<file path="src/rtl/pc_redirect_if.sv">
// Front-end redirect bundle between the fetch-PC owner and its surroundings:
// stall/handshake from fetch, branch/exception resolution from EX, flush controls to IF/ID.
interface pc_redirect_if;
  logic        stall;
  logic        fetch_ready;
  logic        br_valid;
  logic        br_taken;
  logic [31:0] br_pc;
  logic [31:0] br_target;
  logic        exc_valid;
  logic [31:0] exc_target;
  logic [31:0] fetch_pc;
  logic        fetch_req;
  logic        flush_req;
  logic [31:0] flush_keep_pc;
  logic        flush_all;
  logic        redirect_busy;

  modport master (
    output stall, fetch_ready, br_valid, br_taken, br_pc, br_target, exc_valid, exc_target,
    input  fetch_pc, fetch_req, flush_req, flush_keep_pc, flush_all, redirect_busy
  );

  modport slave (
    input  stall, fetch_ready, br_valid, br_taken, br_pc, br_target, exc_valid, exc_target,
    output fetch_pc, fetch_req, flush_req, flush_keep_pc, flush_all, redirect_busy
  );
endinterface

</file>
<file path="src/rtl/pc_redirect_ctrl.sv">
// Fetch-PC owner for the MIPS front end: sequential fetch, branch redirects with
// delay-slot handling, and exception redirects that override everything else.
module pc_redirect_ctrl #(
  parameter logic [31:0] RESET_PC = 32'hBFC0_0000
) (
  input logic         clk,
  input logic         rst,
  pc_redirect_if.slave bus
);

  typedef enum logic {SEQ, WAIT_DS} state_t;

  state_t      state_q, state_d;
  logic [31:0] pc_q, pc_d;
  logic [31:0] pend_q, pend_d;
  logic [31:0] keep_q, keep_d;
  logic        flush_req_q, flush_req_d;
  logic        flush_all_q, flush_all_d;
  logic        rst_d;

  logic        acc;
  logic        br_redirect;
  logic [31:0] ds_pc;
  logic        ds_fetched;

  assign acc         = bus.fetch_req & bus.fetch_ready;
  assign br_redirect = bus.br_valid & bus.br_taken & (state_q == SEQ);
  assign ds_pc       = bus.br_pc + 32'd4;
  // The delay slot counts as fetched once fetch_pc has already moved past it.
  assign ds_fetched  = (pc_q != ds_pc);

  // NOTE: sequential state uses non-blocking assignments so every register
  // samples the pre-edge values; blocking here would create ordering races.
  always_ff @(posedge clk) begin
    if (rst) state_q <= SEQ;
    else     state_q <= state_d;
  end

  always_comb begin
    state_d = state_q;
    if (bus.exc_valid) begin
      state_d = SEQ;
    end else begin
      case (state_q)
        SEQ:     if (br_redirect && !ds_fetched && !acc) state_d = WAIT_DS;
        WAIT_DS: if (acc) state_d = SEQ;
        default: state_d = SEQ;
      endcase
    end
  end

  always_comb begin
    bus.redirect_busy = (state_q == WAIT_DS);
    // Request is also masked in the reset cycle itself, before rst_d is known.
    bus.fetch_req     = ~rst & ~rst_d & ~bus.stall;
  end

  // NOTE: every comb output takes a default first so no path can infer a latch.
  always_comb begin
    pc_d        = pc_q;
    pend_d      = pend_q;
    keep_d      = keep_q;
    flush_req_d = 1'b0;
    flush_all_d = 1'b0;
    if (bus.exc_valid) begin
      pc_d        = bus.exc_target;
      pend_d      = '0;
      flush_all_d = 1'b1;
    end else if (br_redirect) begin
      if (ds_fetched) begin
        pc_d        = bus.br_target;
        flush_req_d = 1'b1;
        keep_d      = ds_pc;
      end else if (acc) begin
        pc_d = bus.br_target;
      end else begin
        pend_d = bus.br_target;
      end
    end else if (state_q == WAIT_DS) begin
      if (acc) pc_d = pend_q;
    end else if (acc) begin
      pc_d = pc_q + 32'd4;
    end
  end

  // NOTE: reset is synchronous and covers every register here, including the
  // pending target, so a reset during WAIT_DS leaves nothing stale behind.
  always_ff @(posedge clk) begin
    if (rst) begin
      pc_q        <= RESET_PC;
      pend_q      <= '0;
      keep_q      <= '0;
      flush_req_q <= 1'b0;
      flush_all_q <= 1'b0;
      rst_d       <= 1'b1;
    end else begin
      pc_q        <= pc_d;
      pend_q      <= pend_d;
      keep_q      <= keep_d;
      flush_req_q <= flush_req_d;
      flush_all_q <= flush_all_d;
      rst_d       <= 1'b0;
    end
  end

  assign bus.fetch_pc      = pc_q;
  assign bus.flush_req     = flush_req_q;
  assign bus.flush_keep_pc = keep_q;
  assign bus.flush_all     = flush_all_q;

endmodule

</file>
<file path="src/flat_wrapper.sv">
// flat-port wrapper written by rule: the top's interface ports become plain ports
module pc_redirect_ctrl_flat 
#(
  parameter logic [31:0] RESET_PC = 32'hBFC0_0000
)
  (clk, rst, bus_stall, bus_fetch_ready, bus_br_valid, bus_br_taken, bus_br_pc, bus_br_target, bus_exc_valid, bus_exc_target, bus_fetch_pc, bus_fetch_req, bus_flush_req, bus_flush_keep_pc, bus_flush_all, bus_redirect_busy);
  pc_redirect_if bus_i ();
  input logic clk;
  input logic rst;
  input wire logic [$bits(bus_i.stall)-1:0] bus_stall;
  input wire logic [$bits(bus_i.fetch_ready)-1:0] bus_fetch_ready;
  input wire logic [$bits(bus_i.br_valid)-1:0] bus_br_valid;
  input wire logic [$bits(bus_i.br_taken)-1:0] bus_br_taken;
  input wire logic [$bits(bus_i.br_pc)-1:0] bus_br_pc;
  input wire logic [$bits(bus_i.br_target)-1:0] bus_br_target;
  input wire logic [$bits(bus_i.exc_valid)-1:0] bus_exc_valid;
  input wire logic [$bits(bus_i.exc_target)-1:0] bus_exc_target;
  output wire logic [$bits(bus_i.fetch_pc)-1:0] bus_fetch_pc;
  output wire logic [$bits(bus_i.fetch_req)-1:0] bus_fetch_req;
  output wire logic [$bits(bus_i.flush_req)-1:0] bus_flush_req;
  output wire logic [$bits(bus_i.flush_keep_pc)-1:0] bus_flush_keep_pc;
  output wire logic [$bits(bus_i.flush_all)-1:0] bus_flush_all;
  output wire logic [$bits(bus_i.redirect_busy)-1:0] bus_redirect_busy;
  assign bus_i.stall = bus_stall;
  assign bus_i.fetch_ready = bus_fetch_ready;
  assign bus_i.br_valid = bus_br_valid;
  assign bus_i.br_taken = bus_br_taken;
  assign bus_i.br_pc = bus_br_pc;
  assign bus_i.br_target = bus_br_target;
  assign bus_i.exc_valid = bus_exc_valid;
  assign bus_i.exc_target = bus_exc_target;
  assign bus_fetch_pc = bus_i.fetch_pc;
  assign bus_fetch_req = bus_i.fetch_req;
  assign bus_flush_req = bus_i.flush_req;
  assign bus_flush_keep_pc = bus_i.flush_keep_pc;
  assign bus_flush_all = bus_i.flush_all;
  assign bus_redirect_busy = bus_i.redirect_busy;
  pc_redirect_ctrl #(.RESET_PC(RESET_PC)) u_core (.clk(clk), .rst(rst), .bus(bus_i));
endmodule
</file>
<file path="config.mk">
export PLATFORM = sky130hd
export DESIGN_NAME = pc_redirect_ctrl_flat
export DESIGN_NICKNAME = d
export VERILOG_FILES = /design/src/rtl/pc_redirect_if.sv /design/src/rtl/pc_redirect_ctrl.sv /design/src/flat_wrapper.sv
export SDC_FILE = /design/constraint.sdc
export NUM_CORES = 1
export LEC_CHECK = 0
export ABC_CLOCK_PERIOD_IN_PS = 3300
export BUFFER_PORTS_ARGS = -buffer_cell sky130_fd_sc_hd__buf_2
export CAP_MARGIN = 20
export CELL_PAD_IN_SITES_DETAIL_PLACEMENT = 0
export CELL_PAD_IN_SITES_GLOBAL_PLACEMENT = 1
export CORE_MARGIN = 2
export CORE_UTILIZATION = 40
export CTS_BUF_LIST = sky130_fd_sc_hd__clkbuf_2 sky130_fd_sc_hd__clkbuf_4 sky130_fd_sc_hd__clkbuf_8
export DETAILED_ROUTE_END_ITERATION = 8
export PLACE_DENSITY = 0.82
export SETUP_SLACK_MARGIN = 0.4
export SYNTH_ARGS = -nofsm -noshare
export SYNTH_HDL_FRONTEND = slang
export SYNTH_SLANG_ARGS = --single-unit
</file>
<file path="constraint.sdc">
create_clock -name clk -period 3.3 [get_ports clk]
set_input_delay 0.165 -clock clk [delete_from_list [all_inputs] [get_ports clk]]
set_output_delay 0.165 -clock clk [all_outputs]
set_load 0.02 [all_outputs]
</file>
==> results of run 1 <==
==> layout make-up <==
cell class	count	area (um^2)	share of cell area, %
clock inverter	5	45.04	0.4907
timing repair buffer	282	1957	21.32
clock buffer	10	131.4	1.431
sequential	100	2009	21.89
tap	225	281.5	3.067
multi-input combinational	694	4700	51.19
inverter	15	56.30	0.6133
==> worst reg2reg max path: cells and delay by family, from the launching register on <==
kind / cells / cell delay, ns
and+or+nand+nor: 4 / 1.18
AOI/OAI and AO/OA: 3 / 0.83
DFF: 1 / 0.34
buffers and inverters: 2 / 0.30
muxes: 1 / 0.19
xor gates and xnor gates: 1 / 0.15
==> cells by family (layout without fill, tap and decap cells) <==
kind of cell,after synthesis,count (layout)
flops,100,100
fa+ha+maj,2,2
mux,65,65
buf+inv,92,312
compound gates,206,206
xor+xnor,74,74
simple gates,347,347
==> final timing paths <==
check                            endpoint  slack (ns)                        start  depth (start not counted)
min reg2reg   u_core.bus.flush_keep_pc[2]        0.46  u_core.bus.flush_keep_pc[2]                          2
max reg2reg  u_core.bus.flush_keep_pc[26]        0.16       u_core.bus.fetch_pc[1]                         11
max          u_core.bus.flush_keep_pc[26]        0.16       u_core.bus.fetch_pc[1]                         11
min                     u_core.pend_q[31]        0.01            bus_br_target[31]                          3
==> cells in the final DEF (no fill, tap or decap), types with 6 or more instances in the layout <==
cell	count
nand2b_1	7
o211ai_1	24
mux2i_1	62
nor4_1	9
a211oi_1	10
a31oi_1	7
clkbuf_8	9
buf_12	9
nand2_1	71
xnor2_1	35
a21oi_1	59
nand4_1	20
nand3_2	8
buf_2	171
nor2b_1	6
o2111a_1	6
buf_6	10
nand3_1	27
buf_4	84
o31ai_1	27
nor2_1	105
o21ai_0	29
nor3_1	21
dfxtp_1	96
and3_1	28
xor2_1	34
and4_1	9
inv_1	14
==> what timing repair did <==
| item | 4_1_cts | 5_1_grt |
|---|---|---|
| cloned | 3 | 4 |
| hold buffers | 2 | 0 |
| pin swaps | 10 | 5 |
| hold endpoints to repair | 2 | 0 |
| endpoints found under the setup margin | 65 | 97 |
| gates resized for setup | 26 | 10 |
| setup buffers | 7 | 3 |
==> state kept, by name (all words and copies together), names as in the netlist <==
signal	count
u_core.bus.redirect_busy	1
u_core.bus.flush_all	1
u_core.bus.fetch_pc	32
u_core.rst_d	1
u_core.bus.flush_keep_pc	32
u_core.bus.flush_req	1
u_core.pend_q	32
==> routing by layer <==
| metal | part of all wire, % | wire length, um | GRT usage (%) |
|---|---|---|---|
| met4 | 2.8 | 716 | 9.780 |
| met2 | 48 | 12110 | 44.14 |
| met3 | 5.5 | 1394 | 3.803 |
| met1 | 44 | 11230 | 35.98 |
| met5 | 0 | 0 | 0 |
==> where the power goes <==
group          switching (mW)  internal (mW)
registers              0.0628           1.25
clock network           0.501          0.292
logic                   0.467          0.355
total                    1.03           1.90
==> results.cfg, run 1 <==
[run_status]
status = complete, no violations

[sta]
final-setup-viol-count = 0
hold_slack_ns = 0.01034
period_needed_ns = 3.137
max_freq_mhz = 318.8
worst_pin_slew_ns = 0.7980
rsz0062_at_grt = yes
hold_viol_final = 0
slew_headroom_pct = 46.80
setup_tns_ns = 0
drv_slew = 0
fin_crit_sh_pct = 95.05
skew_ns = 0.01419
setup_ws_ns = 0.1634

[critical_path]
end_kind = flip-flop
worstPathMaxFanout = 5
critical_path_buf_inv_count = 2
start_kind = flip-flop
slowest_delay_ns = 0.44
critPathArrivalTime_ns = 3.39
crit_type = flip-flop to flip-flop
crit_path_cell_trace = xor2_1, a211o_1, nor4b_2, or3b_1, or4_4, a2111oi_4, a311o_2, buf_12, clkbuf_16, mux2i_1, nor2_1
path_delay_family = simple AND/OR/NAND/NOR gates
crit_slowest_cell = or4_4
crit_required_ns = 3.56

[synth]
synth_area_leaders = dfxtp_1 (29%), mux2i_1 (8.9%), nor2_1 (5.7%)
synth-main-ff-cell = dfxtp_1
synthTopCellsByCount = nor2_1 (106), dfxtp_1 (100), nand2_1 (72)
synth.most_common_cell = nor2_1
synth_xor_area_share_pct = 10.29
synth-compound-area-share_pct = 20.16
synth_fp_nets = 991
synth_adder_area_share_pct = 0.3591
yosys_warnings = 0
syn_avg_cell_area_um2 = 7.866
synthMuxAreaShare_pct = 9.390
synth-edff-count = 0
yosys.area_share.simple_pct = 25.21
synth-seq-cells = 100
async_flop_share_pct = 0
synth-seq-area-share_pct = 28.73
synth.distinct_cells = 70
synth_top_family_by_area = simple AND/OR/NAND/NOR gates
synth_top_area_share_pct = 28.73
synth_top_area_cell = dfxtp_1
netlist_area_um2 = 6969
syn_inst = 886

[cts]
root_buffer = clkbuf_8
clockBufferDepth = 2
cts_num_sinks = 100
clock_latency_ns = 0.40
htreeDepth = 3
clkSlewWorstSetupHoldPaths_ns = 0.11
cts_buffers = 9
tritoncts = built

[final_layout]
nNetsFinal = 1207
drive_gt1_share_pct = 30.38
diodes = 0
area_growth_pct = 31.72
num-fill-cells = 1749
final_area_um2 = 9180
fin_cells = 1331
utilization_pct = 53.45

[route]
drc = 0
ant_nets = 0
drt_wl_total_um = 25450
dr.pass1.iters = 5
wire_per_inst_um = 19.12
vias = 7644
vias_per_cell = 5.743
drt-initial-drc-count = 600

[floorplan]
initial_core_util_pct = 40.57
die_w_um = 136.0
io_pins = 171
core-area_um2 = 17180
rows = 48
die_y_um = 136.0
die_area_um2 = 18490

[global_routing]
grt_pass1_wl_um = 38230
grt_overflow = 0
antenna_found_initial = 0
grt_pass1_vias = 7034
grt_max_degree = 75
grt_use_total_pct = 26.89

[place]
dpl_cell_area_um2 = 8577
portBuffers = 170
dp.cells = 1297
dp_hpwl_um = 19160
pre_cts_slack_ns = -0.1659
gp_congestion = 0.9313

[power]
power_mw = 2.931
leakage_nw = 3.915
irDropWorstVdd_mv = 0.2040
power_density_nw_per_um2 = 319.2

[worst_hold_path]
hold_class = input pin to flip-flop

[run]
drv_cap = 0
No activity file was read; power rests on OpenSTA's default activity.
==> run 2, diff against run 1 <==
--- a/config.mk
+++ b/config.mk
@@ -7,5 +7,5 @@
 export LEC_CHECK = 0
-export ABC_CLOCK_PERIOD_IN_PS = 3300
+export ABC_CLOCK_PERIOD_IN_PS = 2850
 export BUFFER_PORTS_ARGS = -buffer_cell sky130_fd_sc_hd__buf_2
-export CAP_MARGIN = 20
+export CAP_MARGIN = 40
 export CELL_PAD_IN_SITES_DETAIL_PLACEMENT = 0
@@ -13,6 +13,6 @@
 export CORE_MARGIN = 2
-export CORE_UTILIZATION = 40
+export CORE_UTILIZATION = 37
 export CTS_BUF_LIST = sky130_fd_sc_hd__clkbuf_2 sky130_fd_sc_hd__clkbuf_4 sky130_fd_sc_hd__clkbuf_8
 export DETAILED_ROUTE_END_ITERATION = 8
-export PLACE_DENSITY = 0.82
+export PLACE_DENSITY = 0.8
 export SETUP_SLACK_MARGIN = 0.4
==> constraint.sdc (replaced) <==
create_clock -name clk -period 2.85 [get_ports clk]
set_input_delay 0.1425 -clock clk [delete_from_list [all_inputs] [get_ports clk]]
set_output_delay 0.1425 -clock clk [all_outputs]
set_load 0.05 [all_outputs]
==> results.cfg, run 2 (same netlist as run 1, synthesis figures left out) <==
[place]
portBuffers = 170
dp.cells = 1379
dp_hpwl_um = 20570
gp_congestion = 0.9491
pre_cts_slack_ns = -0.5397

[global_routing]
grt_overflow = 0
gr-usage-met1_pct = 35.45
busiest_layer = met2
antenna_found_initial = 0
grt_use_total_pct = 26.55
grt_pass1_wl_um = 41390
grt_util_met3_pct = 2.955
met2_usage_pct = 44.48
grt_pass1_vias = 7584
grt_max_degree = 46

[floorplan]
die_area_um2 = 19950
die_w_um = 141.2
die_y_um = 141.2
io_pins = 171
initial_core_util_pct = 37.51
core-area_um2 = 18580
rows = 50

[route]
vias = 7956
wire_per_inst_um = 18.88
dr.pass1.iters = 5
ant_nets = 0
drt-initial-drc-count = 630
drc = 0
drt_wl_total_um = 27080
vias_per_cell = 5.548

[final_layout]
final_cell_mix = buf_2 (170), buf_4 (155), nor2_1 (104)
area_growth_pct = 44.81
diodes = 0
drive_gt1_share_pct = 36.33
final_common_cell = buf_2
nNetsFinal = 1300
fin_cells = 1434
num-fill-cells = 1823

[critical_path]
ff2ff_setup_slack_ns = -0.31
r2r_cells = 11
end_kind = flip-flop
r2r_end = u_core.bus.fetch_pc[28]
crit_required_ns = 3.15
crit_type = flip-flop to flip-flop
start_kind = flip-flop
crit_path_cell_trace = xor2_1, a211o_1, nor4b_2, or3b_1, or4_4, a2111oi_4, buf_4, and4_4, buf_12, nor2_4, o31a_1
slowest_delay_ns = 0.44
worstPathMaxFanout = 7
crit_slowest_cell = or4_4
reg2reg_from = u_core.bus.fetch_pc[0]
critPathArrivalTime_ns = 3.46

[cts]
clkSlewWorstSetupHoldPaths_ns = 0.12
tritoncts = built
htreeDepth = 3
clock_latency_ns = 0.41
cts_num_sinks = 100
root_buffer = clkbuf_8
clockBufferDepth = 2
cts_buffers = 9

[power]
pwr-share-clk_pct = 25.7
combPwrFrac_pct = 32.8
power_mw = 3.641
p_sw_share_pct = 37.69
pwr-share-seq_pct = 41.4
irDropWorstVdd_mv = 0.2483
power_density_nw_per_um2 = 360.8
intPower_mw = 2.269
switchingPower_mw = 1.372
leakage_nw = 4.371

[sta]
final-setup-viol-count = 97
fin_crit_sh_pct = 110.8
period_needed_ns = 3.159
drv_slew = 0
hold_slack_ns = 0.01579
setup_tns_ns = -16.81
max_freq_mhz = 316.6
setup_ws_ns = -0.3087
rsz0062_at_grt = yes
skew_ns = 0.01106
worst_pin_slew_ns = 0.7612
hold_viol_final = 0
slew_headroom_pct = 49.06

[worst_hold_path]
hold_end = u_core.pend_q[18]
hold_path.startpoint = bus_br_target[18]
hold_depth = 3
hold_class = input pin to flip-flop

[run]
drv_cap = 0

[run_status]
status = finished with violations
failed_checks = setup timing
## run 2: through the flow
| stage | util, % | instance area [um^2] |
|---|---|---|
| final | 54.32 | 10090 |
| after global routing | 54.32 | 10090 |
| after CTS | 52.61 | 9776 |
| after detailed placement | 49.46 | 9190 |
| after global placement | 49.46 | 9190 |
| after floorplan | - | 7148 |
## run 2: power by group through the flow
stage | combinational, mW | sequential, mW | clock (mW)
after floorplan | 0.474 | 1.72 | 0
after global placement | 1.10 | 1.54 | 0
after detailed placement | 1.11 | 1.54 | 0
after CTS | 1.16 | 1.51 | 0.948
after global routing | 1.28 | 1.51 | 1.01
final | 1.20 | 1.51 | 0.937
## run 2: worst max-delay path by stage
| stage | to | start | slack, ns | cells after the start |
|---|---|---|---|---|
| 6_report | u_core.bus.fetch_pc[28] | u_core.bus.fetch_pc[0] | -0.31 | 11 |
| 5_1_grt | u_core.bus.fetch_pc[21] | u_core.bus.fetch_pc[0] | -0.42 | 12 |
| 4_1_cts | u_core.bus.fetch_pc[24] | u_core.bus.fetch_pc[0] | -0.25 | 11 |
| 3_5_place_dp | u_core.bus.flush_keep_pc[8] | bus_br_pc[2] | -0.54 | 11 |
| 3_3_place_gp | u_core.bus.flush_keep_pc[8] | bus_br_pc[2] | -0.55 | 11 |
| 2_1_floorplan | u_core.bus.flush_keep_pc[22] | u_core.bus.fetch_pc[1] | -0.17 | 11 |
## run 2: layout make-up
type                    count  area (um^2)  share of cell area, %
clock buffers               9        123.9                  1.227
clock inverters             7        55.05                 0.5455
inverters                  15        56.30                 0.5579
multi-input cells         694         4846                  48.02
flip-flops and latches    100         2026                  20.07
well taps                 234        292.8                  2.901
repair buffers            375         2693                  26.68
## run 2: metal layers
| metal | wire [um] | up-vias | part of all wire, % |
|---|---|---|---|
| li1 | - | 3850 | - |
| met1 | 12060 | 3794 | 45 |
| met2 | 12840 | 269 | 47 |
| met3 | 1467 | 43 | 5.4 |
| met4 | 713 | 0 | 2.6 |
| met5 | 0 | - | 0 |
## run 2: worst max-delay path, delay by kind of cell, from the launching register on
kind                      cells  cell delay [ns]
and+or+nand+nor               5             1.46
DFF                           1             0.36
AOI/OAI and AO/OA             3             0.78
buffers and inverters         2             0.31
xor gates and xnor gates      1             0.13
## run 2: timing repair
item / in CTS / in global routing
pin swaps: 9 / 10
gates cloned: 2 / 4
setup endpoints to repair: 98 / 98
hold buffers: 26 / 1
setup buffers: 3 / 3
gates resized for setup: 19 / 40
endpoints found under the hold margin: 26 / 1
==> run 3, diff against run 2 <==
ABC_CLOCK_PERIOD_IN_PS = 3050   (was 2850)
CORE_MARGIN = 10   (was 2)
CORE_UTILIZATION = 40   (was 37)
PLACE_DENSITY = 0.82   (was 0.8)
clock period = 3.05 ns   (was 2.85 ns; I/O delays follow)
==> results.cfg, run 3 (same netlist as run 1, synthesis figures left out) <==
[global_routing]
grt_pass1_vias = 8081
busiest_layer = met2
grt_overflow = 0
met2_usage_pct = 39.90
antenna_found_initial = 0
grt_util_met3_pct = 4.064
grt_use_total_pct = 23.42
grt_pass1_wl_um = 44540
grt_max_degree = 75
gr-usage-met1_pct = 29.50

[sta]
worst_pin_slew_ns = 0.8261
setup_tns_ns = -0.8430
slew_headroom_pct = 44.93
final-setup-viol-count = 36
period_needed_ns = 3.114
skew_ns = 0.01558
max_freq_mhz = 321.1
drv_slew = 0
rsz0062_at_grt = yes
setup_ws_ns = -0.06448
hold_viol_final = 0
fin_crit_sh_pct = 102.1
hold_slack_ns = 0.006023

[floorplan]
io_pins = 171
core-area_um2 = 17180
die_y_um = 152.0
die_area_um2 = 23100
initial_core_util_pct = 40.57
die_w_um = 152.0
rows = 48

[route]
ant_nets = 0
dr.pass1.iters = 5
vias = 7945
vias_per_cell = 5.591
drc = 0
drt_wl_total_um = 28370
drt-initial-drc-count = 634
wire_per_inst_um = 19.97

[critical_path]
reg2reg_from = u_core.bus.fetch_pc[0]
path_delay_family = simple AND/OR/NAND/NOR gates
slowest_delay_ns = 0.44
startpoint = u_core.bus.fetch_pc[0]
crit_path_cell_trace = xor2_1, a211o_1, nor4b_4, or3b_1, or4_4, a2111oi_4, buf_4, and4_4, buf_8, nor2_4, o31a_1
critPathArrivalTime_ns = 3.42
crit_type = flip-flop to flip-flop
critical_path_buf_inv_count = 2
end_kind = flip-flop
worstPathMaxFanout = 7
crit_slowest_cell = or4_4
start_kind = flip-flop
ff2ff_setup_slack_ns = -0.06
crit_required_ns = 3.35

[worst_hold_path]
hold_class = input pin to flip-flop
hold_path.startpoint = bus_br_target[25]

[run_status]
failed_checks = setup timing
status = finished with violations

[final_layout]
utilization_pct = 58.35
area_growth_pct = 43.81
final_cell_mix = buf_2 (170), buf_4 (148), nor2_1 (105)
fin_cells = 1421
drive_gt1_share_pct = 34.87
diodes = 0
nNetsFinal = 1296
final_common_cell = buf_2

[power]
leakage_nw = 4.365
irDropWorstVdd_mv = 0.2108
power_density_nw_per_um2 = 339.7
power_mw = 3.404

[place]
dp_hpwl_um = 21510
portBuffers = 170
gp_congestion = 0.9125
dp.cells = 1361

[cts]
clockBufferDepth = 2
cts_buffers = 9
htreeDepth = 3
cts_num_sinks = 100
tritoncts = built
clock_latency_ns = 0.42
clkSlewWorstSetupHoldPaths_ns = 0.11
root_buffer = clkbuf_8

[run]
drv_cap = 0
## run 3: cell count changes in the layout (fill, tap and decap cells not counted), sizes merged
cell and change:
buf +1, clkbuf -3, dlygate4sd3 -2, clkinvlp +2
inv -1, clkinv -1
## run 3: metal layers
layer	vias to the layer above	share of wire, %
met2	241	50
met5	-	0
met1	3828	44
met4	0	2.0
li1	3842	-
met3	34	4.9
## run 3: worst paths after layout
check / to / cells past startpoint
min: u_core.pend_q[25] / 3
min reg2reg: u_core.bus.flush_keep_pc[2] / 2
max reg2reg: u_core.bus.fetch_pc[28] / 11
max: u_core.bus.fetch_pc[28] / 11
## run 3: stage by stage
stage                     worst slack (ns)  area (um^2)
after floorplan                    0.03315         7148
after global placement             -0.2946         9124
after detailed placement           -0.4184         9124
after CTS                         -0.03276         9851
after global routing               -0.1797        10020
final                             -0.06448        10020
## run 3: what timing repair did
action | in CTS | in global routing
gates cloned | 4 | 2
buffers inserted | 8 | 5
gates resized for setup | 27 | 23
hold buffers | 25 | 0
endpoints found under the setup margin | 98 | 98
endpoints found under the hold margin | 25 | 0
pin swaps | 9 | 3
## run 3: where the power goes
group	total (mW)	switching (mW)	leakage, nW	internal (mW)
clock network	0.887	0.568	0.0918	0.318
logic	1.11	0.665	3.45	0.444
registers	1.41	0.0527	0.819	1.36
## run 3: worst min-delay path, cell delays in order
cell and delay, ns:
buf_2 0.09, mux2i_1 0.06, nor2_1 0.08
## run 3: area by class of cell
class | instances | area, um^2
inverters | 15 | 56.30
fillers | 1661 | 7154
well taps | 225 | 281.5
repair buffers | 371 | 2696
clock buffers | 9 | 123.9
flip-flops and latches | 100 | 2023
multi-input cells | 694 | 4775
clock inverters | 7 | 66.31
